### config.mk
export PLATFORM = sky130hd
export DESIGN_NAME = ctrl_pipe_dec_flat
export DESIGN_NICKNAME = d
export VERILOG_FILES = /design/src/rtl/ctrl_pipe_dec_if.sv /design/src/rtl/ctrl_pipe_dec.sv /design/src/flat_wrapper.sv
export SDC_FILE = /design/constraint.sdc
export NUM_CORES = 1
export LEC_CHECK = 0
export ABC_CLOCK_PERIOD_IN_PS = 2250
export CAP_MARGIN = 30
export CORE_AREA = 2 2 39 41
export CTS_CLUSTER_DIAMETER = 120
export CTS_CLUSTER_SIZE = 10
export DETAILED_ROUTE_END_ITERATION = 10
export DIE_AREA = 0 0 41 43
export DONT_BUFFER_PORTS = 1
export GPL_ROUTABILITY_DRIVEN = 0
export PLACE_DENSITY_LB_ADDON = 0.05
export SLEW_MARGIN = 20
export SYNTH_ARGS = -nofsm -noshare
export SYNTH_HDL_FRONTEND = slang
export SYNTH_SLANG_ARGS = --single-unit
### constraint.sdc
create_clock -name clk -period 2.25 [get_ports clk]
set_clock_uncertainty 0.1 [all_clocks]
set_input_delay 0.225 -clock clk [delete_from_list [all_inputs] [get_ports clk]]
set_output_delay 0.225 -clock clk [all_outputs]
set_load 0.05 [all_outputs]
### src/rtl/ctrl_pipe_dec_if.sv
// ID-stage decode inputs and the per-stage control bundle of ctrl_pipe_dec.
// The master drives the ID instruction and the hazard/flush controls; the slave is the decoder.
interface ctrl_pipe_dec_if;
  logic [5:0] opcode_d;
  logic [5:0] funct_d;
  logic       valid_d;
  logic       stall_d;
  logic       flush_e;

  logic       jump_d;
  logic       branch_d;
  logic       jr_d;
  logic       illegal_d;
  logic       stall_md;

  logic       we_reg_e;
  logic [1:0] reg_dst_e;
  logic       alu_src_e;
  logic [1:0] alu_op_e;
  logic       we_dm_e;
  logic [1:0] dm2reg_e;

  logic       we_reg_m;
  logic       we_dm_m;
  logic [1:0] dm2reg_m;

  logic       we_reg_w;
  logic [1:0] dm2reg_w;

  logic       md_busy;
  logic       hilo_we;

  modport master (
    output opcode_d, funct_d, valid_d, stall_d, flush_e,
    input  jump_d, branch_d, jr_d, illegal_d, stall_md,
    input  we_reg_e, reg_dst_e, alu_src_e, alu_op_e, we_dm_e, dm2reg_e,
    input  we_reg_m, we_dm_m, dm2reg_m, we_reg_w, dm2reg_w, md_busy, hilo_we
  );

  modport slave (
    input  opcode_d, funct_d, valid_d, stall_d, flush_e,
    output jump_d, branch_d, jr_d, illegal_d, stall_md,
    output we_reg_e, reg_dst_e, alu_src_e, alu_op_e, we_dm_e, dm2reg_e,
    output we_reg_m, we_dm_m, dm2reg_m, we_reg_w, dm2reg_w, md_busy, hilo_we
  );
endinterface

### src/rtl/ctrl_pipe_dec.sv
// Main control: decodes in ID, carries the bundle through ID/EX (1), EX/MEM (2), MEM/WB (3 cycles).
// Stalls/flushes only bubble ID/EX; MULDIV_EN adds the MULT busy counter and its hazard stall.
module ctrl_pipe_dec #(
  parameter int MUL_LAT = 4,
  parameter int CNT_W   = 3
) (
  input  logic           clk,
  input  logic           rst_n,
  ctrl_pipe_dec_if.slave bus
);

  localparam logic [5:0] OP_R    = 6'b000000;
  localparam logic [5:0] OP_LW   = 6'b100011;
  localparam logic [5:0] OP_SW   = 6'b101011;
  localparam logic [5:0] OP_BEQ  = 6'b000100;
  localparam logic [5:0] OP_ADDI = 6'b001000;
  localparam logic [5:0] OP_J    = 6'b000010;
  localparam logic [5:0] OP_JAL  = 6'b000011;
  localparam logic [5:0] FN_JR   = 6'b001000;
`ifdef MULDIV_EN
  localparam logic [5:0] FN_MULT = 6'b011000;
  localparam logic [5:0] FN_MFHI = 6'b010000;
  localparam logic [5:0] FN_MFLO = 6'b010010;
`endif

  typedef struct packed {
    logic       we_reg;
    logic [1:0] reg_dst;
    logic       alu_src;
    logic       branch;
    logic       we_dm;
    logic [1:0] dm2reg;
    logic [1:0] alu_op;
    logic       jump;
  } ctrl_t;

  localparam ctrl_t C_R    = 11'b1_01_0_0_0_00_10_0;
  localparam ctrl_t C_LW   = 11'b1_00_1_0_0_01_00_0;
  localparam ctrl_t C_SW   = 11'b0_00_1_0_1_00_00_0;
  localparam ctrl_t C_BEQ  = 11'b0_00_0_1_0_00_01_0;
  localparam ctrl_t C_ADDI = 11'b1_00_1_0_0_00_00_0;
  localparam ctrl_t C_J    = 11'b0_00_0_0_0_00_00_1;
  localparam ctrl_t C_JAL  = 11'b1_10_0_0_0_10_00_1;

  if (MUL_LAT < 2 || (MUL_LAT - 1) >= (1 << CNT_W)) begin : g_cfg_err
    $error("ctrl_pipe_dec: MUL_LAT must be >= 2 and MUL_LAT-1 must fit in CNT_W bits");
  end

  ctrl_t dec;
  ctrl_t ctrl_d;
  logic  known;
  logic  is_jr;
  logic  take;
  logic  bubble_e;
  logic  md_stall;
`ifdef MULDIV_EN
  logic  is_md;
  logic  is_mult;
`endif

  always_comb begin
    dec   = '0;
    known = 1'b1;
    is_jr = 1'b0;
`ifdef MULDIV_EN
    is_md   = 1'b0;
    is_mult = 1'b0;
`endif
    case (bus.opcode_d)
      OP_R: begin
        dec = C_R;
        case (bus.funct_d)
          6'b000000, 6'b000010, 6'b000011,
          6'b100000, 6'b100001, 6'b100010, 6'b100011,
          6'b100100, 6'b100101, 6'b100110, 6'b100111,
          6'b101010, 6'b101011: ;
          FN_JR: begin
            dec.we_reg = 1'b0;
            dec.jump   = 1'b1;
            is_jr      = 1'b1;
          end
`ifdef MULDIV_EN
          FN_MULT: begin
            dec.we_reg = 1'b0;
            is_mult    = 1'b1;
            is_md      = 1'b1;
          end
          FN_MFHI, FN_MFLO: is_md = 1'b1;
`endif
          default: known = 1'b0;
        endcase
      end
      OP_LW:   dec = C_LW;
      OP_SW:   dec = C_SW;
      OP_BEQ:  dec = C_BEQ;
      OP_ADDI: dec = C_ADDI;
      OP_J:    dec = C_J;
      OP_JAL:  dec = C_JAL;
      default: known = 1'b0;
    endcase
  end

  // Unknown encodings and non-valid slots both collapse to the all-zero bubble.
  assign take   = bus.valid_d & known;
  assign ctrl_d = take ? dec : '0;

  assign bus.jump_d    = ctrl_d.jump;
  assign bus.branch_d  = ctrl_d.branch;
  assign bus.jr_d      = take & is_jr;
  assign bus.illegal_d = bus.valid_d & ~known;
  assign bus.stall_md  = md_stall;

  assign bubble_e = bus.flush_e | bus.stall_d | md_stall;

  logic       we_reg_e, alu_src_e, we_dm_e;
  logic [1:0] reg_dst_e, alu_op_e, dm2reg_e;
  logic       we_reg_m, we_dm_m, we_reg_w;
  logic [1:0] dm2reg_m, dm2reg_w;

  always_ff @(posedge clk or negedge rst_n) begin
    if (!rst_n) begin
      we_reg_e  <= 1'b0;
      reg_dst_e <= 2'b00;
      alu_src_e <= 1'b0;
      alu_op_e  <= 2'b00;
      we_dm_e   <= 1'b0;
      dm2reg_e  <= 2'b00;
    end else if (bubble_e) begin
      we_reg_e  <= 1'b0;
      reg_dst_e <= 2'b00;
      alu_src_e <= 1'b0;
      alu_op_e  <= 2'b00;
      we_dm_e   <= 1'b0;
      dm2reg_e  <= 2'b00;
    end else begin
      we_reg_e  <= ctrl_d.we_reg;
      reg_dst_e <= ctrl_d.reg_dst;
      alu_src_e <= ctrl_d.alu_src;
      alu_op_e  <= ctrl_d.alu_op;
      we_dm_e   <= ctrl_d.we_dm;
      dm2reg_e  <= ctrl_d.dm2reg;
    end
  end

  // Later stages never hold; only the writeback-relevant fields travel past EX.
  always_ff @(posedge clk or negedge rst_n) begin
    if (!rst_n) begin
      we_reg_m <= 1'b0;
      we_dm_m  <= 1'b0;
      dm2reg_m <= 2'b00;
      we_reg_w <= 1'b0;
      dm2reg_w <= 2'b00;
    end else begin
      we_reg_m <= we_reg_e;
      we_dm_m  <= we_dm_e;
      dm2reg_m <= dm2reg_e;
      we_reg_w <= we_reg_m;
      dm2reg_w <= dm2reg_m;
    end
  end

  assign bus.we_reg_e  = we_reg_e;
  assign bus.reg_dst_e = reg_dst_e;
  assign bus.alu_src_e = alu_src_e;
  assign bus.alu_op_e  = alu_op_e;
  assign bus.we_dm_e   = we_dm_e;
  assign bus.dm2reg_e  = dm2reg_e;
  assign bus.we_reg_m  = we_reg_m;
  assign bus.we_dm_m   = we_dm_m;
  assign bus.dm2reg_m  = dm2reg_m;
  assign bus.we_reg_w  = we_reg_w;
  assign bus.dm2reg_w  = dm2reg_w;

`ifdef MULDIV_EN
  logic             mult_e;
  logic [CNT_W-1:0] md_cnt;

  always_ff @(posedge clk or negedge rst_n) begin
    if (!rst_n) begin
      mult_e <= 1'b0;
      md_cnt <= '0;
    end else begin
      mult_e <= ~bubble_e & take & is_mult;
      if (md_cnt != '0)
        md_cnt <= md_cnt - CNT_W'(1);
      else if (mult_e)
        md_cnt <= CNT_W'(MUL_LAT - 1);
    end
  end

  // A MULT in EX has not yet loaded the counter, so it blocks HI/LO users too.
  assign md_stall    = take & is_md & ((md_cnt != '0) | mult_e);
  assign bus.md_busy = (md_cnt != '0);
  assign bus.hilo_we = (md_cnt == CNT_W'(1));
`else
  assign md_stall    = 1'b0;
  assign bus.md_busy = 1'b0;
  assign bus.hilo_we = 1'b0;
`endif

endmodule

### src/flat_wrapper.sv
// flat-port wrapper written by rule: the top's interface ports become plain ports
module ctrl_pipe_dec_flat 
#(
  parameter int MUL_LAT = 4,
  parameter int CNT_W   = 3
)
  (clk, rst_n, bus_opcode_d, bus_funct_d, bus_valid_d, bus_stall_d, bus_flush_e, bus_jump_d, bus_branch_d, bus_jr_d, bus_illegal_d, bus_stall_md, bus_we_reg_e, bus_reg_dst_e, bus_alu_src_e, bus_alu_op_e, bus_we_dm_e, bus_dm2reg_e, bus_we_reg_m, bus_we_dm_m, bus_dm2reg_m, bus_we_reg_w, bus_dm2reg_w, bus_md_busy, bus_hilo_we);
  ctrl_pipe_dec_if bus_i ();
  input  logic clk;
  input  logic rst_n;
  input wire logic [$bits(bus_i.opcode_d)-1:0] bus_opcode_d;
  input wire logic [$bits(bus_i.funct_d)-1:0] bus_funct_d;
  input wire logic [$bits(bus_i.valid_d)-1:0] bus_valid_d;
  input wire logic [$bits(bus_i.stall_d)-1:0] bus_stall_d;
  input wire logic [$bits(bus_i.flush_e)-1:0] bus_flush_e;
  output wire logic [$bits(bus_i.jump_d)-1:0] bus_jump_d;
  output wire logic [$bits(bus_i.branch_d)-1:0] bus_branch_d;
  output wire logic [$bits(bus_i.jr_d)-1:0] bus_jr_d;
  output wire logic [$bits(bus_i.illegal_d)-1:0] bus_illegal_d;
  output wire logic [$bits(bus_i.stall_md)-1:0] bus_stall_md;
  output wire logic [$bits(bus_i.we_reg_e)-1:0] bus_we_reg_e;
  output wire logic [$bits(bus_i.reg_dst_e)-1:0] bus_reg_dst_e;
  output wire logic [$bits(bus_i.alu_src_e)-1:0] bus_alu_src_e;
  output wire logic [$bits(bus_i.alu_op_e)-1:0] bus_alu_op_e;
  output wire logic [$bits(bus_i.we_dm_e)-1:0] bus_we_dm_e;
  output wire logic [$bits(bus_i.dm2reg_e)-1:0] bus_dm2reg_e;
  output wire logic [$bits(bus_i.we_reg_m)-1:0] bus_we_reg_m;
  output wire logic [$bits(bus_i.we_dm_m)-1:0] bus_we_dm_m;
  output wire logic [$bits(bus_i.dm2reg_m)-1:0] bus_dm2reg_m;
  output wire logic [$bits(bus_i.we_reg_w)-1:0] bus_we_reg_w;
  output wire logic [$bits(bus_i.dm2reg_w)-1:0] bus_dm2reg_w;
  output wire logic [$bits(bus_i.md_busy)-1:0] bus_md_busy;
  output wire logic [$bits(bus_i.hilo_we)-1:0] bus_hilo_we;
  assign bus_i.opcode_d = bus_opcode_d;
  assign bus_i.funct_d = bus_funct_d;
  assign bus_i.valid_d = bus_valid_d;
  assign bus_i.stall_d = bus_stall_d;
  assign bus_i.flush_e = bus_flush_e;
  assign bus_jump_d = bus_i.jump_d;
  assign bus_branch_d = bus_i.branch_d;
  assign bus_jr_d = bus_i.jr_d;
  assign bus_illegal_d = bus_i.illegal_d;
  assign bus_stall_md = bus_i.stall_md;
  assign bus_we_reg_e = bus_i.we_reg_e;
  assign bus_reg_dst_e = bus_i.reg_dst_e;
  assign bus_alu_src_e = bus_i.alu_src_e;
  assign bus_alu_op_e = bus_i.alu_op_e;
  assign bus_we_dm_e = bus_i.we_dm_e;
  assign bus_dm2reg_e = bus_i.dm2reg_e;
  assign bus_we_reg_m = bus_i.we_reg_m;
  assign bus_we_dm_m = bus_i.we_dm_m;
  assign bus_dm2reg_m = bus_i.dm2reg_m;
  assign bus_we_reg_w = bus_i.we_reg_w;
  assign bus_dm2reg_w = bus_i.dm2reg_w;
  assign bus_md_busy = bus_i.md_busy;
  assign bus_hilo_we = bus_i.hilo_we;
  ctrl_pipe_dec #(.MUL_LAT(MUL_LAT), .CNT_W(CNT_W)) u_core (.clk(clk), .rst_n(rst_n), .bus(bus_i));
endmodule
# Word level (Yosys, flattened, before mapping)
# Index checks and enable logic that the tools add are counted.
# totals
register_bits,16
inputBits,17
out_inout_bits,23
elab_cells,52
# classes
eq_ne,19
muxes,13
n_bitwise,5
n_reduce_logical,4
# op_table
op,n
$pmux W11 S7,1
$eq A6 B6 Y1 const B,12
$eq A6 B2 Y1 const B,4
$reduce_or A14 Y1,1
$eq A6 B4 Y1 const B,2
$logic_not A6 Y1,2
$mux W11,1
$mux W1,7
$eq A6 B3 Y1 const B,1
$mux W2,3
$reduce_or A6 Y1,1
$and A1 B1 Y1,3
$pmux W1 S2,1
$not A1 Y1,1
$or A1 B1 Y1,1

# Logic depth before layout (Yosys ltp)
# Gate-level depths: netlist of the first run.
# depth
word_depth,7
ltp_mapped,4
depth_no_buf,4

# Least setup slack after synthesis of the first run
# No wires, ideal clock.
# synth_path
path_type,input-to-output
from,input port bus_opcode_d[5]
to,output port bus_jr_d
t_arrival_ns,1.677
t_required_ns,1.925
setup_slack_ns,0.248
path_stages,3
n_path_buf,0
path_cell_list,nor4_4 nand2_2 nor3_1
# synth_between
elab_chain_cells,5
elab_cells_between_ends,12
cone_classes,eq/ne (6); mux (2); bitwise (2); reduce/logical (2)
# synth_rtl
element,line,source
start: declaration,flat_wrapper.sv:11,input wire logic [$bits(bus_i.opcode_d)-1:0] bus_opcode_d;
$eq A6 B6 Y1 (tied with other cells),ctrl_pipe_dec.sv:69,case (bus.opcode_d)
$reduce_or A6 Y1 (no line),n/a,
$pmux W1 S2,ctrl_pipe_dec.sv:69,
$and A1 B1 Y1,ctrl_pipe_dec.sv:104,assign take = bus.valid_d & known;
$and A1 B1 Y1 *,ctrl_pipe_dec.sv:109,assign bus.jr_d = take & is_jr;
end: declaration,flat_wrapper.sv:18,output wire logic [$bits(bus_i.jr_d)-1:0] bus_jr_d;
# Every way passes the cells marked *; elsewhere a longest branch is shown, timed or not.

# Final worst setup path of the first run
# layout_path
from,input port bus_opcode_d[5]
to,output port bus_illegal_d
# layout_between
elab_chain_cells,5
elab_cells_between_ends,11
cone_classes,eq/ne (6); mux (1); bitwise (2); reduce/logical (2)
# layout_rtl
element,line,source
$eq A6 B6 Y1 (tied with other cells),ctrl_pipe_dec.sv:69,
$reduce_or A6 Y1 (no line),n/a,
$pmux W1 S2 *,ctrl_pipe_dec.sv:69,
$not A1 Y1 *,ctrl_pipe_dec.sv:110,assign bus.illegal_d = bus.valid_d & ~known;
$and A1 B1 Y1 *,ctrl_pipe_dec.sv:110,
end: declaration,flat_wrapper.sv:19,output wire logic [$bits(bus_i.illegal_d)-1:0] bus_illegal_d;
# Marked as above.

==> results.yml, run 1 <==
synth:
  synth.avg_cell_area_um2: 10.66
  ys_seq_area_share_pct: 52.14
  synth-edff-count: 0
  synthFlopType: "dfrtp_1"
  synth_cell_types: 29
  async_flop_share_pct: 100.0
  syn_area_um2: 671.9
  yosysWarnings: 0
  synth-seq-cells: 14
  syn_inst: 63
floorplanning:
  rows: 14
  io_pins: 40
  core_area_mm2: 0.001384
  die_area_mm2: 0.001763
  dieHeight_um: 43
  start_util_pct: 48.55
  die_w_um: 41
route:
  ant_nets: 0
  wl_per_cell_um: 14.32
  wl_um: 1246
  viasPerCell: 5.816
  first_pass_iters: 4
  vias: 506
  first_iter_violations: 6
  drc: 0
sta:
  worst_pin_slew_ns: 0.5960
  slew_violations: 0
  rsz0062_at_grt: "false"
  finalCritPeriodShare_pct: 73.81
  finalSetupViolCount: 0
  tns_ns: 0
  slew_headroom_pct: 60.14
  finalHoldViolations: 0
  min_period_ns: 1.661
  finalWorstSetupSlack_ns: 0.5894
  fmax_mhz: 602.2
global_route:
  grt_pass1_wl_um: 1807
  grt_use_total_pct: 14.97
  grt_remaining_overflow: 0
  grt_pass1_vias: 476
  grt_max_degree: 15
  antenna_found_initial: 0
cells_and_area:
  n_fill_cell: 132
  multiInputGateArea_um2: 280.3
  synthToLayoutAreaGrowth_pct: 12.29
  drive_gt1_share_pct: 21.13
  layout.nets: 90
  fin_cells: 87
  ff_latch_area_um2: 350.3
  antenna_cells: 0
clocking:
  cts_buffers: 3
  cts.sinks: 14
  cts_buffer_depth: 2
  clkSlewWorstSetupHoldPaths_ns: 0.07
  cts_tree: "yes"
  clk_latency_ns: 0.26
  htreeDepth: 1
  root_buffer: "clkbuf_4"
  postCtsSetupBuffers: 0
place:
  post-place-ws_ns: 0.5861
  dp_hpwl_um: 975.7
  place_inst: 80
  place.port_buffers: 0
critical_path:
  crit_fanout: 5
  slowest_stage: "or4b_1"
  cp_data_arrival_time_ns: 1.34
  slowest_delay_ns: 0.52
  critPathTopFamily: "simple AND/OR/NAND/NOR gates"
  crit_path_end_kind: "primary output"
  cp.required_ns: 1.92
  worstSetupPathType: "in2out"
  worst_setup_path_start_kind: "input pin"
  worstPathCellList: "or4b_1 > a31o_1 > and3_1"
  path_buf_inv: 0
power:
  p_leak_nw: 0.3394
  total_power_w: 0.0004348
  powerDensity_mw_per_mm2: 576.2
  ir_worst_vdd_mv: 0.1803
worst_hold_path:
  hp-class: "in2reg"
job:
  cap_violations: 0
status:
  status: "finished clean"
[cells in the mapped netlist (all sizes together) (2+ instances only)]
master  number  area [um^2]
nand3        4        20.02
dfrtp       14        350.3
nor2         8        30.03
nor2b        2        12.51
buf          5        37.54
and3         2        12.51
nand2        2        10.01
nor3         4        20.02
inv          3        11.26
or3          2        22.52
o21ai        2        13.76
[metrics by stage]
step / hold slack (ns) / area (um^2) / utilization [%]
after global routing: 0.008631 / 754.5 / 54.52
after detailed placement: -0.1703 / 691.9 / 50.00
after global placement: -0.1703 / 691.9 / 50.00
after floorplan: -0.1706 / 679.4 / -
final: 0.01752 / 754.5 / 54.52
after CTS: 0.003718 / 754.5 / 54.52
[flip-flops by register name (all words and copies together) (netlist names)]
register and flops:
u_core.bus.alu_op_e 1, u_core.bus.alu_src_e 1, u_core.bus.dm2reg_e 2, u_core.bus.dm2reg_m 2, u_core.bus.dm2reg_w 2, u_core.bus.reg_dst_e 1, u_core.bus.we_dm_e 1, u_core.bus.we_dm_m 1
u_core.bus.we_reg_e 1, u_core.bus.we_reg_m 1, u_core.bus.we_reg_w 1
[kinds of logic after synthesis]
group,after synthesis,share of synthesized area [%]
AOI/OAI and AO/OA,10,12.48
and+or+nand+nor,30,27.56
DFF,14,52.14
other,1,0.5581
buffers and inverters,8,7.263
[cell usage in the layout (no fill, tap or decap), types with 2 or more instances in the layout]
master / n
dfrtp_1: 14
nor2_1: 8
nand3_1: 4
nor3_1: 4
dlygate4sd3_1: 4
buf_4: 4
conb_1: 3
clkbuf_4: 3
or3_4: 2
nor2b_1: 2
inv_1: 2
and3_1: 2
[metal layers]
layer | track usage [%] | wire [um]
met1 | 14.48 | 435
met2 | 25.62 | 671
met3 | 3.665 | 138
met4 | 10.00 | 0
met5 | 0 | 0
[power by group]
part	switching, W	internal, W	leakage (nW)
Sequential	0.00000176	0.000252	0.196
Clock	0.0000691	0.0000618	0.0138
Combinational	0.0000347	0.0000156	0.130
Total	0.000106	0.000329	0.339
[final timing paths]
check | endpoint | startpoint | depth (start not counted) | slack [ns]
max | bus_illegal_d | bus_opcode_d[5] | 3 | 0.59
min | u_core.bus.we_reg_e | bus_opcode_d[0] | 2 | 0.02
max reg2reg | u_core.bus.dm2reg_w[0] | u_core.bus.dm2reg_m[0] | 0 | 1.34
min reg2reg | u_core.bus.dm2reg_m[1] | u_core.bus.dm2reg_e[1] | 1 | 0.57
max in group asynchronous | u_core.bus.reg_dst_e[0] | rst_n | 1 | 1.37
min in group asynchronous | u_core.bus.dm2reg_m[0] | rst_n | 1 | 0.30
[layout make-up]
type	count	area share, %
flip-flops and latches	14	46.43
multi-input cells	43	37.15
repair buffers	8	9.287
clock buffers	3	2.985
well taps	16	2.653
inverters	3	1.493
[repair_timing]
action / CTS / global route
hold endpoints to repair: 17 / 0
hold buffers: 4 / 0
gates resized for setup: 0 / 0
No activity file was read; power rests on OpenSTA's default activity.
==> run 2, diff against run 1 <==
ABC_CLOCK_PERIOD_IN_PS = 1500   (was 2250)
clock period = 1.5 ns   (was 2.25 ns; I/O delays follow)
==> run 2 against run 1 <==
Against the previous run: the flow now finishes with violations (negative hold slack); register-to-register slack got worse by 0.74 ns; critical endpoint unchanged; die area unchanged; critical path depth unchanged; utilization increased by 10 points; highest routed layer is now met4; cell count increased by 16%; sequential power increased by 50%; via count increased by 5.1%; first-iteration DRC count decreased by 67%; power increased by 67%; combinational power increased by 89%.
==> results.yml, run 2 (same netlist as run 1, synthesis figures left out) <==
clocking:
  cts_tree: "yes"
  cts.sinks: 14
  root_buffer: "clkbuf_4"
  cts_buffers: 3
  clkSlewWorstSetupHoldPaths_ns: 0.08
  htreeDepth: 1
  cts_buffer_depth: 2
  clk_latency_ns: 0.26
floorplanning:
  dieHeight_um: 43
  die_w_um: 41
  core_area_mm2: 0.001384
  start_util_pct: 48.55
  rows: 14
  io_pins: 40
  die_area_mm2: 0.001763
power:
  ir_worst_vdd_mv: 0.3175
  total_power_w: 0.0007255
  p_leak_nw: 0.4200
  powerDensity_mw_per_mm2: 807.6
route:
  vias: 532
  wl_um: 1298
  viasPerCell: 5.267
  first_pass_iters: 3
  drc: 0
  first_iter_violations: 2
  wl_per_cell_um: 12.85
  ant_nets: 0
critical_path:
  crit_fanout: 5
  worstSetupPathType: "in2out"
  cp_data_arrival_time_ns: 1.22
  reg2reg_to: "u_core.bus.dm2reg_w[0]"
  cp.required_ns: 1.25
  worst_setup_path_start_kind: "input pin"
  r2r_cells: 0
  rr_startpoint: "u_core.bus.dm2reg_m[0]"
  crit_path_end_kind: "primary output"
  rrSetupSlack_ns: 0.60
sta:
  slew_violations: 0
  finalSetupViolCount: 0
  finalCritPeriodShare_pct: 97.94
  min_period_ns: 1.469
  fmax_mhz: 680.7
  slew_headroom_pct: 61.67
  tns_ns: 0
  worst_pin_slew_ns: 0.5731
  fin_hold_ws_ns: -0.0007196
  finalHoldViolations: 1
  rsz0062_at_grt: "false"
place:
  place.port_buffers: 0
  dp_hpwl_um: 1004
global_route:
  grt_pass1_vias: 520
  grt_use_total_pct: 17.16
  antenna_found_initial: 0
  grt_pass1_wl_um: 2063
  grt_remaining_overflow: 0
  grt_max_degree: 15
worst_hold_path:
  holdPathStages: 2
  min_from: "bus_opcode_d[4]"
  hp-class: "in2reg"
  hold_end: "u_core.bus.reg_dst_e[0]"
status:
  status: "finished with violations"
  violations: "negative hold slack"
cells_and_area:
  layout.nets: 103
  synthToLayoutAreaGrowth_pct: 33.71
  ff_latch_area_um2: 350.3
  n_fill_cell: 124
  final_cell_mix: "dfrtp_1 (14), buf_4 (10), dlygate4sd3_1 (8), nor2_1 (7), nand3_1 (4)"
  antenna_cells: 0
  drive_gt1_share_pct: 30.59
  top_regs: "u_core.bus.dm2reg_e: 2 flops, u_core.bus.dm2reg_m: 2 flops, u_core.bus.dm2reg_w: 2 flops"
  multiInputGateArea_um2: 289.0
  layout_commonest_cell: "dfrtp_1"
job:
  cap_violations: 0
[run 2: cell type report]
| cell class | count | share of cell area (%) |
|---|---|---|
| clock buffer | 4 | 4.039 |
| inverter | 3 | 1.253 |
| multi-input combinational | 43 | 32.17 |
| sequential | 14 | 39.00 |
| tap | 16 | 2.228 |
| timing repair buffer | 21 | 21.31 |
[run 2: per-layer routing]
layer	vias up	global-route usage, %	routed length (um)
met3	2	2.618	100
met1	247	20.33	474
met2	23	27.81	703
met5	-	0	0
met4	0	9.333	19
li1	260	-	-
[run 2: worst max path at each step]
stage                          startpoint       endpoint  slack [ns]
after global placement    bus_opcode_d[5]  bus_illegal_d      -0.007
after floorplan           bus_opcode_d[5]  bus_illegal_d        0.03
after detailed placement  bus_opcode_d[5]  bus_illegal_d       -0.01
after global routing      bus_opcode_d[5]  bus_illegal_d       0.002
after CTS                 bus_opcode_d[4]   bus_branch_d       0.001
final                     bus_opcode_d[5]  bus_illegal_d        0.03
[run 2: stage by stage]
step                instances  utilization [%]  worst slack [ns]  hold slack (ns)  area, um^2
floorplan                  65                -           0.02540          -0.2456       684.4
global placement           86            53.62         -0.007060          -0.2453       742.0
detailed placement         86            53.62          -0.01235          -0.2453       742.0
CTS                       100            63.56          0.001419         0.004147       879.6
global route              101            64.92          0.001824          0.01595       898.4
finish                    101            64.92           0.03083       -0.0007196       898.4
[run 2: repair_timing]
item,CTS,global route
gates resized for setup,1,4
pin swaps,0,2
endpoints found under the setup margin,1,1
buffers inserted,0,1
hold buffers,10,0
endpoints found under the hold margin,21,0
[run 2: critical path, cell delays in order]
cell and delay, ns:
or4b_1 0.52, a31o_1 0.24, and3_2 0.31
[run 2: power by group]
group          total [W]  internal (W)  switching, W  leakage [nW]
combinational  0.0000951     0.0000391     0.0000560         0.203
sequential      0.000380      0.000378    0.00000264         0.196
clock           0.000250      0.000147      0.000103        0.0210
total           0.000726      0.000564      0.000162         0.420
==> run 3, diff against run 2 <==
SKIP_CTS_REPAIR_TIMING = 1   (was unset)
==> run 3 against run 2 <==
Against the previous run: the run still ends with negative hold slack left; via count decreased by 0.94%; clock power about the same; power decreased by 0.58%; register-to-register slack about the same; flip-flop and latch count unchanged; clock-buffer cell count unchanged; sequential share of layout area increased by 1.3 points; critical endpoint unchanged; cell area decreased by 3.2%; worst hold slack got worse by 0.0011 ns; die area unchanged.
==> results.yml, run 3 (same netlist as run 1, synthesis figures left out) <==
floorplanning:
  die_w_um: 41
  dieHeight_um: 43
  die_area_mm2: 0.001763
  rows: 14
  start_util_pct: 48.55
  io_pins: 40
  core_area_mm2: 0.001384
sta:
  slew_violations: 0
  worst_pin_slew_ns: 0.5731
  finalWorstSetupSlack_ns: 0.02828
  fmax_mhz: 679.5
  fin_hold_ws_ns: -0.001794
  min_period_ns: 1.472
  finalHoldViolations: 1
  slew_headroom_pct: 61.67
  finalSetupViolCount: 0
  finalCritPeriodShare_pct: 98.11
  rsz0062_at_grt: "false"
route:
  drc: 0
  drt-met1-wl_um: 465
  first_pass_iters: 3
  wl_per_cell_um: 13.25
  wl_um: 1312
  wl_met3_um: 102
  viasPerCell: 5.323
  ant_nets: 0
  met2_length_um: 725
  topRoutingLayerUsed: "met4"
  vias: 527
  first_iter_violations: 3
global_route:
  grt_remaining_overflow: 0
  grt_pass1_wl_um: 1869
  grt_use_total_pct: 15.63
  grt_pass1_vias: 450
  antenna_found_initial: 0
  grt_max_degree: 15
power:
  ir_worst_vdd_mv: 0.3180
  p_leak_nw: 0.3942
  powerDensity_mw_per_mm2: 829.5
clocking:
  htreeDepth: 1
  cts_buffers: 3
  cts.sinks: 14
  clk_latency_ns: 0.26
  cts_tree: "yes"
  root_buffer: "clkbuf_4"
  clkSlewWorstSetupHoldPaths_ns: 0.08
  cts_buffer_depth: 2
critical_path:
  r2r_cells: 0
  reg2reg_to: "u_core.bus.dm2reg_w[0]"
  slowest_stage: "or4b_1"
  worst_setup_path_start_kind: "input pin"
  rr_startpoint: "u_core.bus.dm2reg_m[0]"
  cp.required_ns: 1.25
  rrSetupSlack_ns: 0.60
  cp_data_arrival_time_ns: 1.22
  slowest_delay_ns: 0.52
  worstPathCellList: "or4b_1 > a31o_1 > and3_2"
  worstSetupPathType: "in2out"
  crit_path_end_kind: "primary output"
  crit_fanout: 5
cells_and_area:
  final_cell_mix: "dfrtp_1 (14), buf_4 (10), dlygate4sd3_1 (9), nor2_1 (8), nand3_1 (4)"
  antenna_cells: 0
  layout_commonest_cell: "dfrtp_1"
  drive_gt1_share_pct: 28.92
  final_area_um2: 869.6
  top_regs: "u_core.bus.dm2reg_e: 2 flops, u_core.bus.dm2reg_m: 2 flops, u_core.bus.dm2reg_w: 2 flops"
  fin_cells: 99
  layout.nets: 101
  synthToLayoutAreaGrowth_pct: 29.42
place:
  place_area_um2: 742.0
  post-place-ws_ns: -0.01235
  place.port_buffers: 0
  dp_hpwl_um: 1004
  place_inst: 86
status:
  status: "finished with violations"
  violations: "negative hold slack"
worst_hold_path:
  hold_end: "u_core.bus.alu_op_e[0]"
  min_from: "bus_opcode_d[4]"
  holdPathStages: 3
  hp-class: "in2reg"
job:
  cap_violations: 0
[run 3: cell types whose count changed in the layout (fill, tap and decap cells not counted), sizes merged]
cell          previous run  this run
dlymetal6s4s             2         0
buf                     11        10
dlygate4sd3              8         9
[run 3: area by class of cell]
| cell class | instances | area (um^2) |
|---|---|---|
| Fill cell | 131 | 514.2 |
| Sequential cell | 14 | 350.3 |
| Multi-Input combinational cell | 43 | 286.5 |
| Timing Repair Buffer | 19 | 165.2 |
| Clock buffer | 4 | 36.28 |
| Tap cell | 16 | 20.02 |
| Inverter | 3 | 11.26 |
[run 3: worst max path at each step]
stage	start	to	slack, ns	cells past startpoint
global placement	bus_opcode_d[5]	bus_illegal_d	-0.007	3
detailed placement	bus_opcode_d[5]	bus_illegal_d	-0.01	3
finish	bus_opcode_d[5]	bus_illegal_d	0.03	3
CTS	bus_opcode_d[5]	bus_illegal_d	-0.01	3
floorplan	bus_opcode_d[5]	bus_illegal_d	0.03	3
global route	bus_opcode_d[5]	bus_illegal_d	0.004	3
[run 3: layer usage]
layer,track usage [%],up-vias
li1,-,259
met1,20.00,241
met2,23.13,25
met3,4.188,2
met4,8.000,0
met5,0,-
[run 3: where the power goes]
group / total, W / internal [W] / switching (W)
logic: 0.0000908 / 0.0000360 / 0.0000547
clock network: 0.000250 / 0.000147 / 0.000103
registers: 0.000380 / 0.000378 / 0.00000264
total: 0.000721 / 0.000561 / 0.000161
[run 3: critical path: cells and delay by family]
| family | cells | cell delay, ns |
|---|---|---|
| AND/OR/NAND/NOR | 2 | 0.83 |
| AO/OA/AOI/OAI | 1 | 0.24 |
[run 3: stage by stage]
step / utilization, % / power, W / hold slack (ns) / setup TNS (ns)
after floorplan: - / 0.0004508 / -0.2456 / 0
after global placement: 53.62 / 0.0004543 / -0.2453 / -0.007060
after detailed placement: 53.62 / 0.0004544 / -0.2453 / -0.01235
after CTS: 56.24 / 0.0007041 / -0.5351 / -0.01461
after global routing: 62.84 / 0.0007588 / 0.006266 / 0
final: 62.84 / 0.0007213 / -0.001794 / 0
